**src/rtl/timer_ctrl.sv**
```systemverilog
// Programmable up-counter timer with one-shot/auto-reload modes; COUNT/TICK registered (1-cycle latency from edge).
// No backpressure: STOP > START > terminal > increment each edge; LOAD updates the period in any state.
module timer_ctrl #(
  parameter int WIDTH = 26
) (
  input  logic             CLK,
  input  logic             RESET,
  input  logic             START,
  input  logic             STOP,
  input  logic             PERIODIC,
  input  logic             LOAD,
  input  logic [WIDTH-1:0] PERIOD,
  output logic [WIDTH-1:0] COUNT,
  output logic             TICK,
  output logic             BUSY,
  output logic             DONE
);

  typedef enum logic [1:0] {
    IDLE    = 2'd0,
    RUN     = 2'd1,
    EXPIRED = 2'd2
  } state_t;

  state_t           state;
  logic             mode;
  logic [WIDTH-1:0] period_reg;
  logic [WIDTH-1:0] count;
  logic             tick;

  always_ff @(posedge CLK or posedge RESET) begin
    if (RESET) begin
      state      <= IDLE;
      mode       <= 1'b0;
      period_reg <= '1;
      count      <= '0;
      tick       <= 1'b0;
    end else begin
      // period_reg is read below before this update takes effect, so a
      // coincident terminal check always sees the old period.
      if (LOAD)
        period_reg <= PERIOD;
      tick <= 1'b0;
      if (STOP) begin
        state <= IDLE;
      end else if (START) begin
        count <= '0;
        mode  <= PERIODIC;
        state <= RUN;
      end else begin
        case (state)
          RUN: begin
            // >= rather than == so a shrunk period terminates at once
            // instead of wrapping through 2^WIDTH.
            if (count >= period_reg) begin
              count <= '0;
              tick  <= 1'b1;
              if (!mode)
                state <= EXPIRED;
            end else begin
              count <= count + WIDTH'(1);
            end
          end
          EXPIRED: count <= '0;
          default: ;
        endcase
      end
    end
  end

  assign COUNT = count;
  assign TICK  = tick;
  assign BUSY  = (state == RUN);
  assign DONE  = (state == EXPIRED);

endmodule

```
**config.mk**
```make
export PLATFORM = sky130hd
export DESIGN_NAME = timer_ctrl
export DESIGN_NICKNAME = d
export VERILOG_FILES = /design/src/rtl/timer_ctrl.sv
export SDC_FILE = /design/constraint.sdc
export NUM_CORES = 1
export LEC_CHECK = 0
export CORE_MARGIN = 2
export CORE_UTILIZATION = 55
export DETAILED_ROUTE_END_ITERATION = 10
export PLACE_DENSITY = 0.93
export SYNTH_ARGS = -nofsm -noshare
export SYNTH_HDL_FRONTEND = slang
export SYNTH_SLANG_ARGS = --single-unit
```
**constraint.sdc**
```tcl
create_clock -name CLK -period 5.4 [get_ports CLK]
set_input_delay 1.62 -clock CLK [delete_from_list [all_inputs] [get_ports CLK]]
set_output_delay 1.62 -clock CLK [all_outputs]
set_load 0.01 [all_outputs]
```
# Yosys cells after proc, flatten, opt, wreduce, memory -nomap -nowiden

Cells that the tools add are included.

Bits in registers: 56
Input bits: 32
Logic and storage cells: 29

$add $sub $neg: 1
$lt $le $gt $ge: 1
Eq/ne operators: 3
Mux-type cells: 12
Bitwise operators: 1
Reductions and logical operators: 6

Operators with widths:

| operator                | count |
|---|---|
| $mux W26                | 2 |
| $pmux W26 S2            | 1 |
| $add A26 B1 Y26 const B | 1 |
| $ge A26 B26 Y1          | 1 |
| $mux W2                 | 5 |
| $reduce_bool A3 Y1      | 3 |
| $mux W1                 | 4 |
| $reduce_and A2 Y1       | 2 |
| $ne A3 B3 Y1 const B    | 1 |
| $reduce_and A3 Y1       | 1 |
| $eq A2 B1 Y1 const B    | 1 |
| $eq A2 B2 Y1 const B    | 1 |
| $not A1 Y1              | 1 |

# Depth between registers and ports, before layout

Depth after elaboration: 5
Mapped depth: 10
Mapped depth without buffers: 9

# Least setup slack after synthesis

No wires, ideal clock.

Path kind: input to register
Start: in START
End: reg count[15], in the netlist COUNT[15]
Arrival time: 2.619 ns
Setup slack: 2.713 ns
Cell stages on the path: 6
Path buffers: 1
Cell sequence: nor2_1 > and2_1 > o211ai_4 > buf_6 > or3_1 > nand3_1

Cells in the longest elaborated chain, start to end: 2
Elaborated cells between the ends (all ways): 3
Classes of those cells: mux: 1; reduce/logical: 2

RTL lines:

| item                         | RTL line | RTL |
|---|---|---|
| start: declaration           | 8        | `input logic START,` |
| $reduce_bool A3 Y1 (no line) | -        |  |
| $reduce_and A2 Y1 (no line)  | -        |  |
| end signal: assignment       | 61       | `count <= count + WIDTH'(1);` |
| end: declaration             | 28       | `logic [WIDTH-1:0] count;` |

Parallel ways exist; a longest one is shown, timed or not.
A chain may end at the register's enable or synchronous reset.

# Final worst setup path

Start: in STOP
End: reg count[24], in the netlist COUNT[24]

Cells in the longest elaborated chain, start to end: 2

RTL lines:

| item                        | RTL line | RTL |
|---|---|---|
| start: declaration          | 9        | `input logic STOP,` |
| $not A1 Y1 (no line)        | -        |  |
| $reduce_and A2 Y1 (no line) | -        |  |

No other way between the ends.

==> flow_metrics.env <==
export IMPL_fp_dieW_um=80.2
export IMPL_power_density_nw_per_um2=206
export IMPL_postCtsSetupBuffers=0
export IMPL_switchingPower_mw=0.204
export IMPL_fmax_ghz=0.310
export IMPL_cap_violations=0
export IMPL_crit_arrival_ns=3.46
export IMPL_tritoncts="done"
export IMPL_worstSkewPairLatency_ns=0.31
export IMPL_fin_hold_ws_ns=0.500
export IMPL_routedWlPerCell_um=15.6
export IMPL_clockPowerShare_pct=29.0
export IMPL_hold_path_depth=2
export IMPL_critical_path_required_ns=5.63
export IMPL_setup_viol=0
export IMPL_rsz0062_at_grt="no"
export IMPL_combPwrFrac_pct=14.0
export IMPL_cts_resized_gates=0
export IMPL_via_per_inst=5.74
export IMPL_synth_fp_nets=408
export IMPL_gp_congestion=0.831
export IMPL_r2r_end="COUNT[24]$_DFFE_PP0P_"
export IMPL_fin_crit_sh_pct=59.8
export IMPL_ys_types=44
export IMPL_maxSlewHeadroom_pct=49.1
export IMPL_cts_root_buf="clkbuf_8"
export IMPL_design_final_nets=464
export IMPL_ios=61
export IMPL_clock_sinks=56
export IMPL_crit_type="primary input to flip-flop"
export IMPL_min_path_type="flip-flop to flip-flop"
export IMPL_cp_max_fo=20
export IMPL_cts_max_path_buffers=2
export IMPL_ant_nets=0
export IMPL_groute_usage_overall_pct=24.0
export IMPL_ys_ff_latch=56
export IMPL_cts_max_level=2
export IMPL_ys_warn_count=0
export IMPL_p_seq_share_pct=57.0
export IMPL_peakVddDrop_v=0.000120
export IMPL_numCtsBuffers=5
export IMPL_start_util_pct=57.3
export IMPL_synth_cells=349
export IMPL_row_count=27
export IMPL_r2r_start="period_reg[3]$_DFFE_PP1P_"
export IMPL_p_leak_nw=1.76
export IMPL_ys_flop_type="dfrtp_1"
export IMPL_die_h_um=80.2
export IMPL_antennaDiodeCount=0
export IMPL_area_delta_synth_final_pct=23.1
export IMPL_yosysTopAreaCellShare_pct=23.5
export IMPL_status="complete, no violations"
export IMPL_grt_pass1_vias=2683
export IMPL_fill_cells=432
export IMPL_holdPathEnd="period_reg[23]$_DFFE_PP1P_"
export IMPL_syn_area_um2=3190
export IMPL_grt_max_degree=38
export IMPL_layout_min_cycle_time_ns=3.23
export IMPL_hold_viol_final=0
export IMPL_grt_overflow_total=0
export IMPL_worst_r2r_setup_slack_ns=2.45
export IMPL_cts_hold_buffers=0
export IMPL_worst_slew_pin_slew_ns=0.763
export IMPL_ys_seq_area_share_pct=44.9
export IMPL_reg2reg_depth=9
export IMPL_grt_pass1_wl_mm=12.1
export IMPL_drc_errors=0
export IMPL_avgSynthCellArea_um2=9.15
export IMPL_design_die_area_um2=6430
export IMPL_finalSetupTns_ns=0
export IMPL_clk_pin_slew_ns=0.09
export IMPL_core_area_um2=5570
export IMPL_post_synth_top_area_cell="dfrtp_1"
export IMPL_vias=2746
export IMPL_place_hpwl_mm=5.59
export IMPL_intPower_mw=0.606
export IMPL_maxSlewViolCount=0
export IMPL_min_delay_start="period_reg[23]$_DFFE_PP1P_"
export IMPL_drive_above_1_share_pct=11.1
export IMPL_end_kind="flip-flop"
export IMPL_synth_common_cells="48 x nand2_1, 43 x o21ai_0, 34 x inv_1"
export IMPL_antenna_found_initial=0
export IMPL_netlist_top_cells_area="dfrtp_1 24%, dfstp_2 21%, ha_1 11%"
export IMPL_async_reset_ff_share_pct=100
export IMPL_yosysMostFrequentCell="nand2_1"
export IMPL_synth_edff_count=0
export IMPL_drtIter0Drc=147
export IMPL_io_buffers=60
export IMPL_first_pass_iters=5
export IMPL_switching_share_pct=25.2
export IMPL_cp_start_kind="primary input"
export IMPL_fin_skew_ns=0.00977
export IMPL_wl_mm=7.47
-- cell type report --
| type | instances | area (µm²) | share of cell area (%) |
|---|---|---|---|
| sequential | 56 | 1430 | 36.5 |
| clock inverter | 2 | 10.0 | 0.255 |
| timing repair buffer | 62 | 616 | 15.7 |
| multi-input combinational | 246 | 1570 | 40.0 |
| tap | 72 | 90.1 | 2.29 |
| clock buffer | 6 | 82.6 | 2.10 |
| inverter | 34 | 128 | 3.25 |
-- worst max path at each step --
stage	start	to	slack [ns]	cells after the start
finish	STOP	COUNT[24]$_DFFE_PP0P_	2.17	6
global placement	STOP	COUNT[17]$_DFFE_PP0P_	2.03	6
floorplan	RESET	COUNT[0]$_DFFE_PP0P_	2.45	1
detailed placement	STOP	COUNT[24]$_DFFE_PP0P_	1.85	6
global route	STOP	COUNT[22]$_DFFE_PP0P_	1.99	6
CTS	STOP	COUNT[24]$_DFFE_PP0P_	2.18	6
-- cell families after synthesis --
group / after synthesis / share of synthesized area (%)
compound gates: 85 / 16.6
xor+xnor: 3 / 0.823
fa+ha+maj: 27 / 10.6
buf+inv: 47 / 5.91
flops: 56 / 44.9
mux: 5 / 1.65
simple gates: 126 / 19.5
-- power groups by stage --
| stage | clock network (mW) | logic, mW | registers (mW) |
|---|---|---|---|
| final | 0.235 | 0.114 | 0.461 |
| after floorplan | 0 | 0.0666 | 0.467 |
| after detailed placement | 0 | 0.114 | 0.469 |
| after global routing | 0.257 | 0.128 | 0.464 |
| after CTS | 0.242 | 0.115 | 0.461 |
| after global placement | 0 | 0.106 | 0.467 |
-- layer usage --
| layer | track usage [%] | share of wire, % |
|---|---|---|
| met1 | 28.2 | 40 |
| met5 | 0 | 0 |
| met2 | 44.1 | 53 |
| met4 | 7.12 | 1.0 |
| met3 | 4.72 | 5.8 |
-- metrics by stage --
step	power (mW)	utilization, %	setup slack, ns	cell area, µm²	instances
4_1_cts	0.818	70.5	2.18	3930	478
2_1_floorplan	0.533	-	2.45	3190	349
3_3_place_gp	0.574	68.9	2.03	3840	470
3_5_place_dp	0.583	68.9	1.85	3840	470
6_report	0.810	70.5	2.17	3930	478
5_1_grt	0.849	70.5	1.99	3930	478
-- critical path: stages --
cell and delay [ns]:
clkdlybuf4s50_1 0.47, nor2_1 0.17, and2_1 0.24, o211a_1 0.60
a21oi_1 0.15, o21ai_0 0.19
-- placed cells by master, fill, tap and decap left out, types with 2 or more instances in the layout --
cell type / synthesis / routed
o311ai_1: 2 / 2
and3_1: 7 / 7
buf_4: 0 / 2
nand3_1: 26 / 26
nand2_1: 48 / 48
mux2i_1: 3 / 3
mux2_2: 2 / 2
o21ai_0: 43 / 43
o21a_1: 2 / 2
a21o_1: 7 / 7
nor3b_1: 4 / 4
a22o_1: 2 / 2
clkinv_2: 0 / 2
or3_1: 9 / 9
nand4_1: 6 / 6
or2_2: 2 / 2
nor3_1: 3 / 3
inv_1: 34 / 33
dfstp_2: 26 / 26
ha_1: 27 / 27
dfrtp_1: 30 / 30
nor2b_1: 5 / 5
clkbuf_8: 0 / 6
clkdlybuf4s50_1: 0 / 60
nor2_1: 8 / 8
xor2_1: 3 / 3
nor4_1: 2 / 2
a21oi_1: 19 / 19
No activity file was read; power rests on OpenSTA's default activity.
==> patch 1 (same settings) <==
Make the reset (`RESET`) synchronous in one clocked block.
--- a/src/rtl/timer_ctrl.sv
+++ b/src/rtl/timer_ctrl.sv
@@ -30,3 +30,3 @@
 
-  always_ff @(posedge CLK or posedge RESET) begin
+  always_ff @(posedge CLK) begin
     if (RESET) begin
Behaviour: differs if RESET is asserted again (counterexample within 4 cycles, from zero or initial values and one cycle with RESET high); with RESET held inactive, the same outputs for 10 cycles.
==> patch 1 against the original RTL <==
- sequential cell count is the same
- critical path type unchanged
- total power shrank 6.4%
- via count is 14% higher
- setup slack lost 0.38 ns
- final area is 1.0% lower
- routed wire length grew 9.1%
- area after synthesis about the same
- combinational power shrank 25%
==> patch 1: results (changes against the original RTL) <==
* Async set-or-reset flop fraction in the synthesized netlist at 0% (-100 points)
* Worst reg-to-reg path cell count at 7 (-2)
* Top cells by area in the synthesized netlist: dfxtp_1 (35%), ha_1 (11%), nand2_1 (8.2%)
* Post-synthesis cell area at 3190 sq um (about the same)
* Cells after synthesis at 386 (+11%)
* Layout cells sized above 1 at 5.02% (-6.1 points)
* Post-Synth Adder-Cell Area at 10.6% (about the same)
* Post-synthesis xor/xnor area fraction at 0.549% (-0.27 points)
* Detailed Place HPWL at 5.82 mm (+4.1%)
* Cell leakage power at 1.63 nW (-7.1%)
* RePlAce Congestion at 0.828 (-0.42%)
* Post-synth top area share at 35.1% (+12 points)
* Hold slack at 0.488 ns (-0.0127 ns)
* GR Util All Layers at 25.8% (+1.8 points)
* Worst setup endpoint: COUNT[18]
* Largest net degree at the start of global routing at 52 (+37%)
* Worst slack at placement at 1.51 ns (-0.335 ns)
* Net Sw Power at 0.000197 W (-3.4%)
* WHS Endpoint: period_reg[14]
* Overall power at 0.000758 W (-6.4%)
* CP Max Fanout at 21 (+5.0%)
* Hold path startpoint: period_reg[14]
* Status: finished clean
* Mux cell area share after synthesis at 0.627% (-1.0 points)
* Sequential area share after synthesis at 35.1% (-9.8 points)
* Clk pwr share at 31.6% (+2.6 points)
* R2r endpoint: state[0]
* Vias in the first global route at 2898 (+8.0%)
* Most frequent cells after synthesis: nand2_1 (70), dfxtp_1 (56), inv_1 (31), o211ai_1 (31), ha_1 (27)
* CP delay by family, top: simple AND/OR/NAND/NOR gates
* Setup skew after layout at 0.00913 ns (-0.000639 ns)
* Arrival time at the worst endpoint at 3.83 ns (+0.37 ns)
* Initial DRC Count at 318 (+120%)
* Worst-path clk slew at 0.11 ns (+0.02 ns)
* Setup crit start: START
* Seq pwr at 0.000432 W (-6.3%)
* CP peak stage delay at 0.69 ns (+0.09 ns)
* Most used DFF post-synth: dfxtp_1
* Total wire length at 8.15 mm (+9.1%)
* Flop2flop setup slack at 2.96 ns (+0.51 ns)
* Syn Nets at 445 (+9.1%)
* Synth Area in Compound Gates at 22.4% (+5.8 points)
* Fmax at 0.277 GHz (-10%)
-- patch 1: cell count changes after synthesis, moves of 6 or more --
cell	delta
a31oi_1	+8
a41oi_1	+6
dfrtp_1	-30
dfstp_2	-26
dfxtp_1	+56
nand2_1	+22
nand3_1	-13
nand4_1	+15
nor3_1	+7
o2111ai_1	+6
o211ai_1	+31
o21ai_0	-36
or3_1	-9
-- patch 1: layout make-up --
type                       count  area, sq um
clock buffer                   5         68.8
clock inverter                 3         23.8
fill                         452         1650
inverter                      32          120
multi-input combinational    278         1840
sequential                    56         1120
tap                           72         90.1
timing repair buffer          64          631
-- patch 1: routing by layer --
| layer | vias up | share of wire [%] | track usage [%] |
|---|---|---|---|
| met5 | - | 0 | 0 |
| met4 | 0 | 2.6 | 8.98 |
| met3 | 26 | 6.6 | 4.49 |
| met2 | 123 | 48 | 44.9 |
| met1 | 1455 | 42 | 31.9 |
| li1 | 1524 | - | - |
==> patch 2 (same settings) <==
Made on the original files. Set the parameter `WIDTH` to 52 (it was 26).
--- a/src/rtl/timer_ctrl.sv
+++ b/src/rtl/timer_ctrl.sv
@@ -3,3 +3,3 @@
 module timer_ctrl #(
-  parameter int WIDTH = 26
+  parameter int WIDTH = 52
 ) (
Interface: changed (resized COUNT and PERIOD); port bits go from 61 to 113. The function was not compared with the original's and may differ.
==> patch 2 against the original RTL <==
- sequential cell count up 52
- hold slack worse by 0.010 ns
- final area up 97%
- total power up 120%
- setup slack worse by 0.65 ns
- area after synthesis up 95%
- clock skew about the same
- via count up 110%
- routed wire length up 110%
- fmax down 17%
- non-clock buffer count up 55
- global-route usage up 2.6 points
- largest cell class unchanged
==> patch 2: results (changes against the original RTL) <==
* DR vias/cell at 6.01 (+4.6%)
* Initial DRC Count at 449 (+210%)
* Synth unique cells at 53 (+20%)
* RePlAce Congestion at 0.818 (-1.6%)
* Post-synthesis xor/xnor area fraction at 0.705% (-0.12 points)
* Avg Cell Area, Syn at 8.88 sq um (-3.0%)
* Arrival time at the worst endpoint at 4.09 ns (+0.63 ns)
* First-pass GRT wire length at 25.3 mm (+110%)
* Ant. Diodes at 0 (unchanged)
* Synth Area in Compound Gates at 16.0% (-0.64 points)
* Detailed Place HPWL at 11.2 mm (+100%)
* Yosys Warn Count at 0 (unchanged)
* WHS Endpoint: period_reg[7]
* Async set-or-reset flop fraction in the synthesized netlist at 100% (unchanged)
* Flop2flop setup slack at 1.52 ns (-0.93 ns)
* Most used DFF post-synth: dfrtp_1
* Cell leakage power at 3.35 nW (+90%)
* Maximum clock path buffer count at 2 (unchanged)
* Post-CTS Setup Bufs at 0 (unchanged)
* Switching Fraction at 25.6% (+0.41 points)
* Hold slack at 0.490 ns (-0.0102 ns)
* Sequential area share after synthesis at 44.5% (-0.35 points)
* Vias in the first global route at 5486 (+100%)
* Worst-path clk slew at 0.08 ns
* CTS buffer count at 9 (+4)
* Hold Crit Depth at 2 (unchanged)
* FILL cells at 793 (+84%)
* Total wire length at 15.8 mm (+110%)
* RR Startpoint: period_reg[2]
* Port bufs at 112 (+87%)
* Top cells by area in the synthesized netlist: dfrtp_1 (23%), dfstp_2 (22%), ha_1 (11%)
* DR pass1 iterations at 5 (unchanged)
* CP Max Fanout at 26 (+30%)
* Antenna violations before repair at 0 (unchanged)
* Status: finished clean
* Hold Path Class: flip-flop to flip-flop
* Worst-Skew Late Latency at 0.35 ns (+0.04 ns)
* Setup skew after layout at 0.00998 ns (+0.000212 ns)
* GR Util All Layers at 26.6% (+2.6 points)
* H-tree Lvls at 3 (+1)
* Post-Synth Adder-Cell Area at 10.7% (+0.095 points)
* Syn Nets at 811 (+99%)
* Cts repair resizes at 0 (unchanged)
* Largest net degree at the start of global routing at 94 (+150%)
* R2r endpoint: COUNT[23]
* Layout cells sized above 1 at 11.0% (-0.055 points)
* Vias at 5689 (+110%)
* Worst slew margin at 25.0% (-24 points)
* CTS root buf: clkbuf_16
* Most frequent cells after synthesis: nand2_1 (128), o21ai_0 (77), inv_1 (66)
* Mux cell area share after synthesis at 0.342% (-1.3 points)
* Worst reg-to-reg path cell count at 11 (+2)
* Dpl cells at 931 (+98%)
* Peak VDD IR at 0.000203 V (+69%)
* Final net count at 913 (+97%)
* DP Area at 7450 sq um (+94%)
* Hold path startpoint: period_reg[7]
## patch 2: power by group through the flow
stage	Sequential (W)	Clock, W	Combinational, W
floorplan	0.000896	0	0.000116
global placement	0.000898	0	0.000187
detailed placement	0.000901	0	0.000201
CTS	0.000887	0.000695	0.000203
global route	0.000891	0.000729	0.000226
finish	0.000887	0.000690	0.000202
## patch 2: worst max-delay path by stage
| stage | startpoint | to | slack (ns) | depth (start not counted) |
|---|---|---|---|---|
| after floorplan | RESET | COUNT[0] | 1.02 | 1 |
| after global placement | START | COUNT[5] | 1.43 | 7 |
| after detailed placement | START | COUNT[23] | 1.29 | 7 |
| after CTS | period_reg[2] | COUNT[16] | 1.60 | 11 |
| after global routing | period_reg[2] | COUNT[16] | 1.32 | 11 |
| final | period_reg[2] | COUNT[23] | 1.52 | 11 |
## patch 2: cell type report
cell class                      count  area [sq um]  area share [%]
Multi-Input combinational cell    500          3110            40.0
Timing Repair Buffer              117          1150            14.9
Sequential cell                   108          2770            35.7
Tap cell                          140           175            2.26
Clock buffer                        9           225            2.90
Clock inverter                      7          81.3            1.05
Inverter                           66           250            3.22
## patch 2: logic make-up (layout without fill, tap and decap cells)
logic type	after synthesis	in the layout
adders and majority gates	53	53
and+or+nand+nor	279	279
DFF	108	108
AOI/OAI and AO/OA	161	161
buffers and inverters	92	199
muxes	2	2
xor gates and xnor gates	5	5
## patch 2: per-layer routing
| layer | share of wire [%] | vias to the layer above | GRT usage (%) |
|---|---|---|---|
| li1 | - | 2681 | - |
| met1 | 39 | 2716 | 32.6 |
| met2 | 51 | 261 | 46.5 |
| met3 | 8.1 | 31 | 5.70 |
| met4 | 1.9 | 0 | 9.20 |
| met5 | 0 | - | 0 |
## patch 2: per-stage QoR
step           setup WS (ns)  utilization [%]
3_5_place_dp            1.29             68.2
4_1_cts                 1.60             71.0
3_3_place_gp            1.43             68.2
6_report                1.52             71.0
5_1_grt                 1.32             71.0
2_1_floorplan           1.02                -
## patch 2: critical path, stage by stage (launching register included)
cell	delay [ns]
dfstp_2	0.52
inv_1	0.04
ha_1	0.29
a211o_1	0.30
a31oi_1	0.19
o311a_1	0.19
o21ai_0	0.22
a41oi_1	0.43
and3_1	0.90
buf_4	0.40
nand3_1	0.11
o311ai_0	0.14
